File: src/rtl/reflet_serial_io_expander.sv
// Bus-mapped driver for a 74HC595 output chain and a 74HC165 input chain
// sharing one serial clock; transfers are run by a small FSM.
module reflet_serial_io_expander #(
  parameter int base_addr_size = 16,
  parameter logic [base_addr_size-1:0] base_addr = 16'hFF26,
  parameter int chain_len = 16,
  parameter int clk_div = 4
) (
  input  logic                      clk,
  input  logic                      reset,
  input  logic                      enable,
  input  logic [base_addr_size-1:0] addr,
  input  logic                      write_en,
  input  logic [7:0]                data_in,
  output logic [7:0]                data_out,
  output logic                      sclk,
  output logic                      sdo,
  output logic                      latch,
  output logic                      load_n,
  input  logic                      sdi
);

  localparam int NB = chain_len / 8;
  localparam int IW = (NB > 1) ? $clog2(NB) : 1;
  localparam int CW = $clog2(clk_div + 1);
  localparam int BW = $clog2(chain_len);
  localparam logic [CW-1:0] CMAX = CW'(clk_div - 1);
  localparam logic [BW-1:0] BMAX = BW'(chain_len - 1);
  localparam logic [8:0] NB9 = 9'(NB);

  typedef enum logic [1:0] {IDLE, LOAD, SHIFT, LATCH} state_t;

  state_t state, state_n;
  logic [CW-1:0] cnt, cnt_n;
  logic [BW-1:0] bits, bits_n;
  logic phase, phase_n;
  logic sample, shift, finish, snap;

  logic [chain_len-1:0] shreg, shreg_n, capture, out_flat;
  logic [7:0] out_buf [NB];
  logic [7:0] in_buf [NB];
  logic [7:0] index;
  logic auto_en, done;

  logic [base_addr_size-1:0] offs;
  logic [1:0] off;
  logic sel, wr, wr_idx, wr_out, wr_ctl;
  logic in_range, busy, start;
  logic [IW-1:0] idx;

  assign offs = addr - base_addr;
  assign off = offs[1:0];
  assign sel = enable && (offs[base_addr_size-1:2] == '0);
  assign wr = sel && write_en;
  assign wr_idx = wr && (off == 2'd0);
  assign wr_out = wr && (off == 2'd1);
  assign wr_ctl = wr && (off == 2'd3);
  assign in_range = {1'b0, index} < NB9;
  assign idx = index[IW-1:0];
  assign busy = (state != IDLE);
  assign start = wr_ctl && data_in[0] && !busy;

  always_comb begin
    for (int k = 0; k < NB; k++) begin
      out_flat[k*8 +: 8] = out_buf[k];
    end
  end

  always_comb begin
    state_n = state;
    cnt_n = cnt;
    phase_n = phase;
    bits_n = bits;
    sample = 1'b0;
    shift = 1'b0;
    finish = 1'b0;
    snap = 1'b0;
    unique case (state)
      IDLE: begin
        if (start) begin
          state_n = LOAD;
          cnt_n = '0;
          snap = 1'b1;
        end
      end
      LOAD: begin
        if (cnt == CMAX) begin
          state_n = SHIFT;
          cnt_n = '0;
          phase_n = 1'b0;
          bits_n = '0;
        end else begin
          cnt_n = cnt + 1'b1;
        end
      end
      SHIFT: begin
        if (cnt == CMAX) begin
          cnt_n = '0;
          phase_n = !phase;
          if (!phase) begin
            sample = 1'b1;
          end else begin
            shift = 1'b1;
            if (bits == BMAX) begin
              state_n = LATCH;
            end else begin
              bits_n = bits + 1'b1;
            end
          end
        end else begin
          cnt_n = cnt + 1'b1;
        end
      end
      LATCH: begin
        if (cnt == CMAX) begin
          cnt_n = '0;
          finish = 1'b1;
          if (auto_en) begin
            state_n = LOAD;
            snap = 1'b1;
          end else begin
            state_n = IDLE;
          end
        end else begin
          cnt_n = cnt + 1'b1;
        end
      end
      default: state_n = IDLE;
    endcase
    if (snap) begin
      shreg_n = out_flat;
    end else if (shift) begin
      shreg_n = {shreg[chain_len-2:0], 1'b0};
    end else begin
      shreg_n = shreg;
    end
  end

  // Pins are registered from next-state values so they line up with state.
  always_ff @(posedge clk) begin
    if (reset) begin
      state <= IDLE;
      cnt <= '0;
      phase <= 1'b0;
      bits <= '0;
      shreg <= '0;
      capture <= '0;
      index <= '0;
      auto_en <= 1'b0;
      done <= 1'b0;
      sclk <= 1'b0;
      sdo <= 1'b0;
      latch <= 1'b0;
      load_n <= 1'b1;
      for (int k = 0; k < NB; k++) begin
        out_buf[k] <= '0;
        in_buf[k] <= '0;
      end
    end else begin
      state <= state_n;
      cnt <= cnt_n;
      phase <= phase_n;
      bits <= bits_n;
      shreg <= shreg_n;
      sclk <= (state_n == SHIFT) && phase_n;
      sdo <= (state_n == SHIFT) && shreg_n[chain_len-1];
      latch <= (state_n == LATCH);
      load_n <= (state_n != LOAD);
      if (sample) begin
        capture <= {capture[chain_len-2:0], sdi};
      end
      if (finish) begin
        for (int k = 0; k < NB; k++) begin
          in_buf[k] <= capture[k*8 +: 8];
        end
      end
      if (wr_idx) begin
        index <= data_in;
      end
      if (wr_out && in_range) begin
        out_buf[idx] <= data_in;
      end
      if (wr_ctl) begin
        auto_en <= data_in[3];
      end
      if (finish) begin
        done <= 1'b1;
      end else if (wr_ctl && (data_in[2] || start)) begin
        done <= 1'b0;
      end
    end
  end

  always_comb begin
    data_out = '0;
    if (sel) begin
      unique case (1'b1)
        (off == 2'd0): data_out = index;
        (off == 2'd1): data_out = in_range ? out_buf[idx] : 8'h00;
        (off == 2'd2): data_out = in_range ? in_buf[idx] : 8'h00;
        (off == 2'd3): data_out = {4'b0, auto_en, done, busy, 1'b0};
        default: data_out = '0;
      endcase
    end
  end

endmodule
File: config.mk
export PLATFORM = sky130hd
export DESIGN_NAME = reflet_serial_io_expander
export DESIGN_NICKNAME = d
export VERILOG_FILES = /design/src/rtl/reflet_serial_io_expander.sv
export SDC_FILE = /design/constraint.sdc
export NUM_CORES = 1
export LEC_CHECK = 0
export ABC_CLOCK_PERIOD_IN_PS = 3600
export CORE_UTILIZATION = 35
export CTS_CLUSTER_SIZE = 24
export DETAILED_ROUTE_END_ITERATION = 10
export HOLD_SLACK_MARGIN = 0.03
export PLACE_DENSITY = 0.57
export SLEW_MARGIN = 20
export SYNTH_ARGS = -nofsm -noshare
export SYNTH_HDL_FRONTEND = slang
export SYNTH_SLANG_ARGS = --single-unit
File: constraint.sdc
create_clock -name clk -period 3.6 [get_ports clk]
set_input_delay 0.72 -clock clk [delete_from_list [all_inputs] [get_ports clk]]
set_output_delay 0.72 -clock clk [all_outputs]
set_load 0.03 [all_outputs]
---- Yosys cells after proc, flatten, opt, wreduce, memory -nomap -nowiden ----
Memory sizes are Yosys's and may differ from the RTL's. A register that Yosys moved wholly into a read port is not among the register bits.
Cells that the tools add are included.
storage, ports and cells
  bits in registers ....................... 56
  RAM bits ................................ 32
  input bits .............................. 29
  output and inout port bits .............. 12
  word-level logic and storage cells ...... 118
  memories ................................ 2
cells by class
  add/sub/neg operators ................... 3
  order comparisons ....................... 1
  equal/unequal tests ..................... 16
  muxes and demuxes ....................... 56
  bitwise operators ....................... 2
  reductions and logical operators ........ 24
memory list
  name     depth  bits a word  read ports  clocked after memory_dff  write ports  RTL line  RTL
  in_buf   2      8            1           1                         2            41        logic [7:0] in_buf [NB];
  out_buf  2      8            3           1                         2            40        logic [7:0] out_buf [NB];
operators by type and width
  operator                                                     count
  two-way mux 8 bit                                            6
  two-way mux 16 bit                                           2
  case mux 8 bit (4 select lines)                              1
  two-way mux 1 bit                                            30
  two-way mux 4 bit                                            4
  subtractor 16 bit (second input constant)                    1
  zero test 14 bit                                             1
  == test 2 bit (second input constant)                        6
  two-way mux 2 bit                                            6
  logical AND 1 bit                                            11
  != test 2 bit (second input constant)                        5
  less-than comparator 8 x 2 -> 1 bit (second input constant)  1
  case mux 2 bit (4 select lines)                              1
  case mux 4 bit (2 select lines)                              1
  nonzero test 2 bit                                           4
  OR reduction 8 bit                                           1
  two-way mux 3 bit                                            2
  case mux 3 bit (2 select lines)                              1
  AND reduction 5 bit                                          1
  adder 4 x 1 -> 4 bit (second input constant)                 1
  == test 2 x 1 -> 1 bit (second input constant)               2
  == test 4 bit (second input constant)                        1
  zero test 2 bit                                              2
  case mux 1 bit (2 select lines)                              2
  7 further kinds                                              9

---- Longest topological paths before layout ----
  depth in word-level cells ............... 11
  mapped depth ............................ 10
  mapped depth without buffers ............ 9

---- Worst setup path before layout ----
OpenSTA, ideal clock, no wires.
  path type ............................... input to output
  start ................................... input addr[1]
  end ..................................... output data_out[0]
  arrival time ............................ 2.444 ns
  data required time ...................... 2.880 ns
  slack ................................... 0.436 ns
  stages .................................. 8
  cell sequence ........................... ha_1 -> o31a_1 -> o21ai_0 -> a2bb2oi_1 -> and2_1 -> nand4bb_1 -> buf_2 -> nor2_1
on the way
  longest elaborated chain between the ends .. 4
  elaborated cells between the ends (all ways) .. 9
  those cells by class .................... add/sub (1); eq/ne (3); mux (2); reduce/logical (3)
ends and longest elaborated chain
  what                                                                         RTL line  RTL
  from (decl)                                                                  12        input logic [base_addr_size-1:0] addr,
  subtractor 16 bit *                                                          51        assign offs = addr - base_addr;
  == test 2 bit, or another cell as far along                                  201       (off == 2'd3): data_out = {4'b0, auto_en, done, busy, 1'b0};
  case mux 8 bit (4 select lines) / logical AND 1 bit (equally long branches)  197, 53
  two-way mux 8 bit *                                                          196       if (sel) begin
  to (decl)                                                                    15        output logic [7:0] data_out,
Every way passes the cells marked *; elsewhere a longest branch is shown, timed or not.

---- Worst setup path in the final report ----
  start ................................... input addr[5]
  end ..................................... output data_out[0]
on the way
  longest elaborated chain between the ends .. 4
ends and longest elaborated chain
  what               RTL line  RTL
  subtractor 16 bit  51
  zero test 14 bit   53        assign sel = enable && (offs[base_addr_size-1:2] == '0);
  logical AND 1 bit  53
  two-way mux 8 bit  196
Every way passes these cells.

==> impl_metrics.json <==
{
  "outcome": "complete, no violations",
  "final_nets": 547,
  "leakagePower_nw": 1.837,
  "final_cell_mix": "nand2_1 (65), dfxtp_1 (57), nor2_1 (37)",
  "switching_share": 0.2294,
  "ys_types": 53,
  "yosysWarnings": 0,
  "crit_path_max_fanout": 7,
  "htreeDepth": 3,
  "viasPerCell": 5.241,
  "grt_pass1_vias": 3437,
  "synth_edf_count": 32,
  "fin_setup_tns_ns": 0,
  "grt_max_degree": 31,
  "cts.sinks": 89,
  "drive_above_1_share": 0.1170,
  "antenna_found_initial": 0,
  "p_comb_frac": 0.077,
  "critPathKind": "input pin to primary output",
  "portBuffers": 40,
  "fin_crit_sh": 0.9612,
  "start_util": 0.3612,
  "ys_seq_area_frac": 0.4825,
  "grt_pass1_wl_mm": 17.80,
  "cp.arrival_ns": 2.74,
  "fin_crit_ns": 3.460,
  "internal_power_mw": 1.589,
  "ant_nets": 0,
  "core_mm2": 0.01206,
  "clock.fmax_mhz": 289.0,
  "layout_commonest_cell": "nand2_1",
  "netlist_area_mm2": 0.004357,
  "pwr-share-clk": 0.405,
  "die_area_mm2": 0.01290,
  "whs_ns": 0.4534,
  "n_fill_cell": 1140,
  "postCtsHoldBufs": 0,
  "gp_congestion": 0.8630,
  "slew_viol_final": 0,
  "drc_errors": 0,
  "fp.dieH_um": 113.6,
  "p_per_area_mw_per_mm2": 385.9,
  "first_pass_iters": 5,
  "yosys.area.top_type": "dfxtp_1",
  "finalPower_mw": 2.062,
  "track_usage": 0.1802,
  "place_inst": 663,
  "clock_path_buffers": 2,
  "synth_area_leaders": "dfxtp_1 (26%), edfxtp_1 (22%), nand2_1 (5.6%)",
  "worst_slew_pin_slew_ns": 0.8790,
  "synth_top_area_frac": 0.2619,
  "ioPinCount": 41,
  "slew_headroom": 0.4140,
  "dpl.hpwl_mm": 7.817,
  "cts_root_buf": "clkbuf_16",
  "drt_wl_total_mm": 10.95,
  "rows": 40,
  "start_kind": "input pin",
  "drtIter0Drc": 341,
  "wl_per_cell_um": 16.09,
  "holdCritPathClass": "flop to flop",
  "diodes": 0,
  "vdd_drop_max_mv": 0.3405,
  "clk_latency_ns": 0.35,
  "synth_seq_cells": 89,
  "rsz0062_at_grt": "no",
  "p_sw_uw": 473.2,
  "skew_ns": 0.008019,
  "synth_cells": 464,
  "syn2layout_area_growth_pct": 22.66,
  "overflow": 0,
  "synthFlopType": "dfxtp_1",
  "required_ns": 2.88,
  "setup-violations-final": 0,
  "final_util": 0.4431,
  "vias": 3569,
  "seq_power_share": 0.518,
  "maxCapViolations": 0,
  "avgSynthCellArea_um2": 9.389,
  "cts_tree": "built",
  "synthArstFlopShare": 0,
  "clk_pin_slew_ns": 0.06,
  "worst_setup_path_end_kind": "primary output",
  "hold_viol_final": 0,
  "fin_cells": 681,
  "syn_nets": 503,
  "die_x_um": 113.6,
  "cts_inserted_buffers": 9
}
per-stage QoR:
stage / instance area (um2) / setup slack [ns]
2_1_floorplan: 4357 / 0.4357
3_3_place_gp: 4976 / 0.1035
3_5_place_dp: 4976 / 0.07124
4_1_cts: 5234 / 0.05765
5_1_grt: 5344 / 0.008743
6_report: 5344 / 0.1397
cell type report:
cell class                 count  area (um2)  share of cell area
clock buffer                  12       236.5             0.04425
sequential                    89        2102              0.3934
timing repair buffer          58       556.8              0.1042
clock inverter                 4       21.27            0.003980
tap                          168       210.2             0.03934
inverter                      12       45.04            0.008429
multi-input combinational    338        2172              0.4065
routing by layer:
metal,vias up,wire [um],global-route usage
li1,1752,-,-
met1,1711,4882,0.2273
met2,78,5320,0.2947
met3,28,421,0.04463
met4,0,329,0.07544
met5,-,0,0
synthesized netlist by cell type (5+ instances only):
cell type / n
ha_1: 10
nand3_1: 23
a311oi_1: 15
a21oi_1: 30
clkbuf_1: 19
nand2_1: 65
and2_1: 35
o21ai_0: 6
a211oi_1: 5
mux2i_1: 23
nor2b_1: 5
nor2_1: 42
dfxtp_1: 57
edfxtp_1: 32
o22ai_1: 11
inv_1: 11
nand2b_1: 6
a22oi_1: 7
critical path, cell delays in order:
cell and delay (ns):
clkdlybuf4s50_1 0.64, nand3b_1 0.17, a2111oi_4 0.28, nand4b_1 0.17
nor2_1 0.11, nand4bb_1 0.18, buf_6 0.22, nor2_4 0.11
buf_6 0.14
power by group through the flow:
| stage | Clock [mW] | Combinational, mW | Sequential [mW] |
|---|---|---|---|
| finish | 0.835 | 0.159 | 1.07 |
| global route | 0.900 | 0.175 | 1.07 |
| CTS | 0.859 | 0.155 | 1.07 |
| detailed placement | 0 | 0.154 | 1.09 |
| global placement | 0 | 0.153 | 1.09 |
| floorplan | 0 | 0.0779 | 1.09 |
flip-flops by register name (all words and copies together), names as in the netlist, 2 cells and up, named ones only:
signal   count
capture     16
in_buf      16
out_buf     16
shreg       16
index        8
bits         4
cnt          3
state        2
final timing paths:
kind | start | end | slack (ns) | cells after the start
max reg2reg | index[3]$_SDFFE_PP0P_ | out_buf[1][4]$_SDFFCE_PN0P_ | 0.74 | 5
max | addr[5] | data_out[0] | 0.14 | 9
min reg2reg | capture[15]$_SDFFE_PP0P_ | capture[15]$_SDFFE_PP0P_ | 0.45 | 2
min | capture[15]$_SDFFE_PP0P_ | capture[15]$_SDFFE_PP0P_ | 0.45 | 2
cell families (layout without fill, tap and decap cells):
logic type | after synthesis | count (layout) | share of synthesized area
simple gates | 208 | 208 | 0.2447
compound gates | 94 | 94 | 0.1508
flops | 89 | 89 | 0.4825
buf+inv | 37 | 86 | 0.03303
mux | 24 | 24 | 0.05629
fa+ha+maj | 10 | 10 | 0.02872
xor+xnor | 2 | 2 | 0.004021
what timing repair did:
item | in CTS | in global routing
setup buffers | 0 | 1
resized for setup | 0 | 28
endpoints found under the setup margin | 0 | 8
No activity file was read; power rests on OpenSTA's default activity.
